`config.mk`:
```
export PLATFORM = sky130hd
export DESIGN_NAME = hex_display_arbiter
export DESIGN_NICKNAME = d
export VERILOG_FILES = /design/src/rtl/hex_display_arbiter.sv
export SDC_FILE = /design/constraint.sdc
export NUM_CORES = 1
export LEC_CHECK = 0
export BUFFER_PORTS_ARGS = -buffer_cell sky130_fd_sc_hd__buf_4
export CAP_MARGIN = 20
export CORE_MARGIN = 2
export CORE_UTILIZATION = 57
export CTS_BUF_LIST = sky130_fd_sc_hd__clkbuf_8
export DETAILED_ROUTE_END_ITERATION = 8
export PLACE_DENSITY = 0.83
export SYNTH_ARGS = -nofsm -noshare
export SYNTH_HDL_FRONTEND = slang
export SYNTH_SLANG_ARGS = --single-unit
```
`constraint.sdc`:
```
create_clock -name CLOCK_50 -period 3.8 [get_ports CLOCK_50]
set_input_delay 0 -clock CLOCK_50 [delete_from_list [all_inputs] [get_ports CLOCK_50]]
set_output_delay 0 -clock CLOCK_50 [all_outputs]
set_load 0.005 [all_outputs]
```
`src/rtl/hex_display_arbiter.sv`:
```
// hex_display_arbiter
//   Shares the six HEX displays between two requesters (A, B). Ownership is
//   granted round-robin with a minimum time slice of HOLD_CYCLES before a
//   contending requester may preempt. The owner's 24-bit value is decoded to
//   active-low seven-segment codes, one nibble per display.
// Ports:
//   CLOCK_50        rising-edge clock
//   Reset           synchronous, active-high
//   req_a / req_b   level requests
//   data_a / data_b 24-bit values, nibble k drives HEXk
//   gnt_a / gnt_b   registered ownership (one-hot or idle)
//   busy            gnt_a | gnt_b
//   HEX0..HEX5      registered active-low segments, bit0=a .. bit6=g

// Per-digit decoder: one hex nibble to active-low segments.
module hex_seg_lane (
  input  logic [3:0] nib,
  output logic [6:0] seg
);
  always_comb begin
    seg = 7'h7F;
    case (nib)
      4'h0: seg = 7'h40;
      4'h1: seg = 7'h79;
      4'h2: seg = 7'h24;
      4'h3: seg = 7'h30;
      4'h4: seg = 7'h19;
      4'h5: seg = 7'h12;
      4'h6: seg = 7'h02;
      4'h7: seg = 7'h78;
      4'h8: seg = 7'h00;
      4'h9: seg = 7'h10;
      4'hA: seg = 7'h08;
      4'hB: seg = 7'h03;
      4'hC: seg = 7'h46;
      4'hD: seg = 7'h21;
      4'hE: seg = 7'h06;
      4'hF: seg = 7'h0E;
      default: seg = 7'h7F;
    endcase
  end
endmodule

module hex_display_arbiter #(
  parameter int HOLD_CYCLES = 50000000,
  parameter int NUM_LANES   = 6
) (
  input  logic        CLOCK_50,
  input  logic        Reset,
  input  logic        req_a,
  input  logic [23:0] data_a,
  input  logic        req_b,
  input  logic [23:0] data_b,
  output logic        gnt_a,
  output logic        gnt_b,
  output logic        busy,
  output logic [6:0]  HEX0,
  output logic [6:0]  HEX1,
  output logic [6:0]  HEX2,
  output logic [6:0]  HEX3,
  output logic [6:0]  HEX4,
  output logic [6:0]  HEX5
);
  localparam int CW = $clog2(HOLD_CYCLES);
  localparam logic [CW-1:0] CNT_MAX = CW'(HOLD_CYCLES - 1);

  typedef enum logic [1:0] {IDLE, OWN_A, OWN_B} state_t;

  state_t state, state_nxt;
  logic [CW-1:0] cnt, cnt_nxt;
  logic last_b, last_b_nxt;   // 1: B owned last, so A wins the next tie

  logic [23:0] owner_data;
  logic [NUM_LANES-1:0][6:0] seg_w, hex_q;

  always_ff @(posedge CLOCK_50) begin
    if (Reset) begin
      state  <= IDLE;
      cnt    <= '0;
      last_b <= 1'b1;
      hex_q  <= {NUM_LANES{7'h7F}};
    end else begin
      state  <= state_nxt;
      cnt    <= cnt_nxt;
      last_b <= last_b_nxt;
      // Display follows the owner as of the state before this edge.
      hex_q  <= (state == IDLE) ? {NUM_LANES{7'h7F}} : seg_w;
    end
  end

  always_comb begin
    state_nxt  = state;
    last_b_nxt = last_b;
    case (state)
      IDLE: begin
        if (req_a && req_b) state_nxt = last_b ? OWN_A : OWN_B;
        else if (req_a)     state_nxt = OWN_A;
        else if (req_b)     state_nxt = OWN_B;
      end
      OWN_A: begin
        if (!req_a || (req_b && cnt == CNT_MAX)) begin
          last_b_nxt = 1'b0;
          state_nxt  = req_b ? OWN_B : IDLE;
        end
      end
      OWN_B: begin
        if (!req_b || (req_a && cnt == CNT_MAX)) begin
          last_b_nxt = 1'b1;
          state_nxt  = req_a ? OWN_A : IDLE;
        end
      end
      default: state_nxt = IDLE;
    endcase
  end

  // Slice counter restarts on every ownership entry and saturates.
  always_comb begin
    cnt_nxt = cnt;
    if (state == IDLE || state_nxt != state) cnt_nxt = '0;
    else if (cnt != CNT_MAX)                 cnt_nxt = cnt + 1'b1;
  end

  assign owner_data = (state == OWN_B) ? data_b : data_a;

  for (genvar k = 0; k < NUM_LANES; k++) begin : g_lane
    hex_seg_lane u_lane (
      .nib (owner_data[4*k +: 4]),
      .seg (seg_w[k])
    );
  end

  assign gnt_a = (state == OWN_A);
  assign gnt_b = (state == OWN_B);
  assign busy  = gnt_a | gnt_b;
  assign HEX0  = hex_q[0];
  assign HEX1  = hex_q[1];
  assign HEX2  = hex_q[2];
  assign HEX3  = hex_q[3];
  assign HEX4  = hex_q[4];
  assign HEX5  = hex_q[5];
endmodule

```
# [Word level (Yosys, flattened, before mapping)]
# Memory sizes are Yosys's and may differ from the RTL's. A register that Yosys moved wholly into a read port is not among the register bits.
# Index checks and enable logic that the tools add are counted.
[totals] reg_bits=29 romBits=672 output_inout_bits=45 word_cells=44 memories=6
[op_classes] addsub=1 n_eq_ne=7 n_mux=13 bitwise=1 reduce_logical=13
[memory_table] memory="(name not given)" depth=16 word_bits=7 rd=1 rd_clocked_by_memory_dff=1 write_ports=0 line_no="22" source="case (nib)"
[memory_table] memory="(name not given)" depth=16 word_bits=7 rd=1 rd_clocked_by_memory_dff=1 write_ports=0 line_no="22"
[memory_table] memory="(name not given)" depth=16 word_bits=7 rd=1 rd_clocked_by_memory_dff=1 write_ports=0 line_no="22"
[memory_table] memory="(name not given)" depth=16 word_bits=7 rd=1 rd_clocked_by_memory_dff=1 write_ports=0 line_no="22"
[memory_table] memory="(name not given)" depth=16 word_bits=7 rd=1 rd_clocked_by_memory_dff=1 write_ports=0 line_no="22"
[memory_table] memory="(name not given)" depth=16 word_bits=7 rd=1 rd_clocked_by_memory_dff=1 write_ports=0 line_no="22"
[op_table] op="26-bit by 1-bit adder with 26-bit output, second input constant" n=1
[op_table] op="26-bit equality test, second input constant" n=1
[op_table] op="26-bit inequality test, second input constant" n=1
[op_table] op="24-bit 2-to-1 mux" n=1
[op_table] op="2-bit 2-to-1 mux" n=7
[op_table] op="2-bit one-hot mux with 3 select lines" n=1
[op_table] op="2-bit by 1-bit inequality test with 1-bit output, second input constant" n=2
[op_table] op="2-bit OR reduction" n=2
[op_table] op="1-bit logical AND" n=3
[op_table] op="1-bit logical OR" n=3
[op_table] op="1-bit 2-to-1 mux" n=3
[op_table] op="3-bit AND reduction" n=1
[op_table] op="2-bit by 1-bit equality test with 1-bit output, second input constant" n=1
[op_table] op="2-bit equality test, second input constant" n=1
[op_table] op="1-bit zero test" n=2
[op_table] op="2-bit zero test" n=1
[op_table] op="2-bit inequality test" n=1
[op_table] op="1-bit one-hot mux with 2 select lines" n=1
[op_table] op="2-bit nonzero test" n=1
[op_table] op="1-bit OR" n=1

# [Depth between registers and ports, before layout]
[depth] depth_word=8 mapped_depth=12

# [Modules after synthesis]
# From an unflattened synthesis, not the netlist that was laid out.
[hier_totals] cells_unflattened=519 hier_area_um2=4799.6
[by_module_without_submodules] module="hex_display_arbiter" instances=1 cells_per_inst=327 area_each_um2=3148.0 seq_area_each_um2=1421.4
[by_module_without_submodules] module="hex_seg_lane" instances=6 cells_per_inst=32 area_each_um2=275.3 seq_area_each_um2=0.0

# [Worst setup path before layout]
# OpenSTA, ideal clock, no wires.
[synth_timing] kind="register to register" startpoint="register state[1]" endpoint="register hex_q, in the netlist HEX2[3]" setup_time_ns=0.125 arrival_ns=2.841 setup_slack_ns=0.834 stages_incl_launch_ff=10 n_path_buf=3 path_cell_list="dfxtp_1 -> ha_1 -> clkbuf_1 -> buf_2 -> buf_2 -> mux2i_1 -> inv_1 -> ha_1 -> mux4_2 -> nand2b_1"
[synth_between] elab_chain_cells=2 elab_cells_between_ends=4
[synth_rtl] item="start, declared" line_no="69" source="state_t state, state_nxt;"
[synth_rtl] item="start signal, assigned" line_no="83" source="state <= state_nxt;"
[synth_rtl] item="2-bit equality test"
[synth_rtl] item="via gnt_b" line_no="55" source="output logic gnt_b,"
[synth_rtl] item="24-bit 2-to-1 mux" line_no="123" source="assign owner_data = (state == OWN_B) ? data_b : data_a;"
[synth_rtl] item="end, declared" line_no="74" source="logic [NUM_LANES-1:0][6:0] seg_w, hex_q;"
# The timed path passes the listed nets, and every way through them passes these cells.
# A chain may end at the register's enable or synchronous reset.

# [Worst setup path in the final report]
[layout_timing] startpoint="register state[1]" endpoint="register hex_q, in the netlist HEX2[3]"
[layout_between] elab_chain_cells=2 elab_cells_between_ends=4
[layout_rtl] item="2-bit equality test / 2-bit zero test (equally long branches)" line_no="123, 87"
[layout_rtl] item="24-bit 2-to-1 mux / 2-bit OR reduction (equally long branches)"
# Parallel ways exist; a longest one is shown, timed or not.

==> impl_metrics.tcl <==
set metrics [dict create \
    ctsLongestPathBuffers 2 \
    grt_max_degree 37 \
    fin_area_um2 5360 \
    hpwl_um 7780 \
    cts.clk_slew.worst_paths_ps 80 \
    die_h_um 91.5 \
    syn-cell-area_um2 4360 \
    rsz0062_at_grt "no" \
    wl_per_cell_um 15.8 \
    fin_crit_sh 0.821 \
    cts_sinks 71 \
    crit_slowest_cell "ha_2" \
    cts_made_buffers 9 \
    min_to "state[0]" \
    drv_cap 0 \
    synth-warning-count 0 \
    synth_edf_count 0 \
    cp.required_ps 4040 \
    hold_start "req_a" \
    port_buffers 96 \
    synth_flop_cell "dfxtp_1" \
    cp-start-kind "flop" \
    ant_nets 0 \
    nets 664 \
    avgSynthCellArea_um2 9.11 \
    path_cells "ha_2, mux2i_1, inv_1, ha_1, mux4_2, nand2b_1" \
    final.min_clock_period_ps 3120 \
    cts-resized-gates 0 \
    hold_class "in -> reg" \
    r2r_end "HEX2[3]" \
    htree_levels 3 \
    grt_first_pass_wirelength_um 17600 \
    die_x_um 91.5 \
    max_freq_mhz 320 \
    ios 97 \
    cts_tree "built" \
    power_density_nw_per_um2 397 \
    place.gp.congestion 0.937 \
    clock_latency_ps 360 \
    r2r_start "state[1]" \
    rows 31 \
    drv_slew 0 \
    drive_above_1_share 0.264 \
    cp_max_fo 36 \
    final-hold-violation-count 0 \
    num_vias 3943 \
    dr.pass1.iters 4 \
    placed_area_um2 5150 \
    area_delta_synth_final_pct 22.9 \
    crit_path_end_kind "flop" \
    power.leakage_nw 2.14 \
    async_flop_share 0 \
    post_cts_buffers 0 \
    drt-total-wl_um 10600 \
    die_area_um2 8370 \
    rrSetupSlack_ps 680 \
    critPathMaxStageDelay_ps 900 \
    yosysSeqAreaShare 0.326 \
    cp.arrival_ps 3370 \
    antenna_found_initial 0 \
    ys_seq_elements 71 \
    grt.total_usage 0.257 \
    syn-num-nets 572 \
    worstMarginPinSlew_ps 980 \
    ir_drop_v 0.000227 \
    cts_root_buf "clkbuf_8" \
    ys_types 54 \
    slew_headroom 0.347 \
    core-area_um2 7330 \
    drt_iter0_drc 103 \
    syn_inst 479 \
    first_global_vias 3931 \
    detail_route.vias_per_cell 5.85 \
    fin_setup_tns_ps 0 \
    diodes 0 \
    gr-total-overflow 0 \
    criticalPathCategory "reg -> reg" \
    hold_depth 3 \
    reg2regPathDepth 6 \
    initial_core_util 0.595 \
    setup_violations 0 \
    drc_errors 0 \
    skew_ps 11.1 \
    status "complete, no violations" \
]
## stage by stage
stage / utilization / cells / setup slack, ps / total power, W / hold slack, ps
floorplan: - / 479 / 834 / 0.00128 / 72.8
global placement: 0.703 / 658 / 866 / 0.00149 / 229
detailed placement: 0.703 / 658 / 734 / 0.00151 / 228
CTS: 0.731 / 674 / 711 / 0.00213 / 73.2
global route: 0.731 / 674 / 475 / 0.00223 / 101
finish: 0.731 / 674 / 679 / 0.00213 / 85.8
## flip-flops by register name, indices dropped and copies added, names as in the netlist
name,cells
last_b,1
state,2
HEX3,7
HEX1,7
HEX4,7
cnt,26
HEX0,7
HEX5,7
HEX2,7
## worst max-delay path: cells and delay by family (launching register included)
kind | cells | cell delay [ps]
muxes | 2 | 1000
and+or+nand+nor | 1 | 140
DFF | 1 | 480
buffers and inverters | 1 | 170
adders and majority gates | 2 | 1180
## what timing repair did
item | CTS | global route
endpoints found under the setup margin | 0 | 0
hold buffers | 1 | 0
endpoints found under the hold margin | 3 | 0
## power breakdown
part	total [W]	internal (W)	switching (W)
combinational	0.000665	0.000309	0.000356
clock	0.000623	0.000332	0.000291
sequential	0.000838	0.000808	0.0000305
total	0.00213	0.00145	0.000678
## synth_stat cells, drive strengths merged (2+ instances only)
| master | count | area, um2 |
|---|---|---|
| nand3 | 11 | 55.1 |
| nor3b | 2 | 15.0 |
| a31oi | 11 | 68.8 |
| and3 | 7 | 43.8 |
| o21ai | 25 | 125 |
| o211a | 2 | 20.0 |
| nand3b | 2 | 15.0 |
| mux2i | 26 | 260 |
| or4 | 3 | 30.0 |
| nand4 | 7 | 43.8 |
| o211ai | 5 | 42.5 |
| ha | 41 | 513 |
| dfxtp | 71 | 1420 |
| a21oi | 23 | 115 |
| or3 | 4 | 25.0 |
| o22ai | 2 | 12.5 |
| buf | 8 | 50.1 |
| nor4 | 4 | 46.3 |
| mux4 | 4 | 90.1 |
| o31ai | 4 | 30.0 |
| nand2b | 7 | 43.8 |
| and2 | 2 | 12.5 |
| nor2 | 15 | 56.3 |
| nand4b | 2 | 17.5 |
| nor3 | 30 | 160 |
| and4 | 3 | 26.3 |
| nor2b | 7 | 43.8 |
| a211oi | 5 | 50.1 |
| a41oi | 2 | 25.0 |
| mux2 | 13 | 146 |
| o221ai | 19 | 166 |
| or2 | 6 | 37.5 |
| clkbuf | 14 | 52.6 |
| o311ai | 2 | 17.5 |
| nand2 | 42 | 158 |
| inv | 19 | 71.3 |
| xor2 | 8 | 70.1 |
| xnor2 | 14 | 123 |
## layer usage
metal,global-route usage,up-vias,part of all wire
li1,-,1944,-
met1,0.280,1864,0.41
met2,0.458,114,0.51
met3,0.0747,21,0.064
met4,0.112,0,0.020
met5,0,-,0
## how the worst max path moves through the flow
stage / slack, ps / endpoint / cells after the start / startpoint
detailed placement: 730 / HEX0[3] / 6 / state[1]
global placement: 870 / HEX2[3] / 6 / state[1]
global route: 470 / HEX0[3] / 6 / state[1]
CTS: 710 / HEX0[3] / 6 / state[1]
floorplan: 830 / HEX2[3] / 9 / state[1]
finish: 680 / HEX2[3] / 6 / state[1]
## cells in the final DEF, fill, tap and decap left out, types with 3 or more instances in the layout
master    synthesis  final
a211oi_1          4      4
or2_2             6      6
and3_1            7      7
o211ai_1          4      4
mux2i_1          26     26
and4_1            3      3
clkbuf_8          0     11
nor2_1           15     14
nand4_1           7      7
a21oi_1          23     23
nor2b_1           7      7
mux4_2            4      4
xnor2_1          14     14
o31ai_1           4      4
nand2_1          42     42
nand2b_1          7      7
a31oi_1          11     11
mux2_2           13     13
buf_4             0    102
ha_1             41     40
xor2_1            8      8
o21ai_0          25     25
nor3_1           28     28
or3_1             4      4
inv_1            19     20
nand3_1          11     11
dfxtp_1          71     71
o221ai_1         19     19
## logic make-up after synthesis
family	Yosys count	synth area share
AO/OA/AOI/OAI	105	0.164
XOR/XNOR	22	0.0442
flip-flops	71	0.326
multiplexers	43	0.114
buffers and inverters	41	0.0399
adder cells (fa/ha/maj)	41	0.118
AND/OR/NAND/NOR	156	0.195
## area by class of cell
type,count,area [um2]
tap,99,124
inverter,19,71.3
multi-input combinational,367,2770
timing repair buffer,103,776
sequential,71,1420
clock inverter,4,46.3
fill,526,1970
clock buffer,11,151
(Power assumes the default switching activity.)
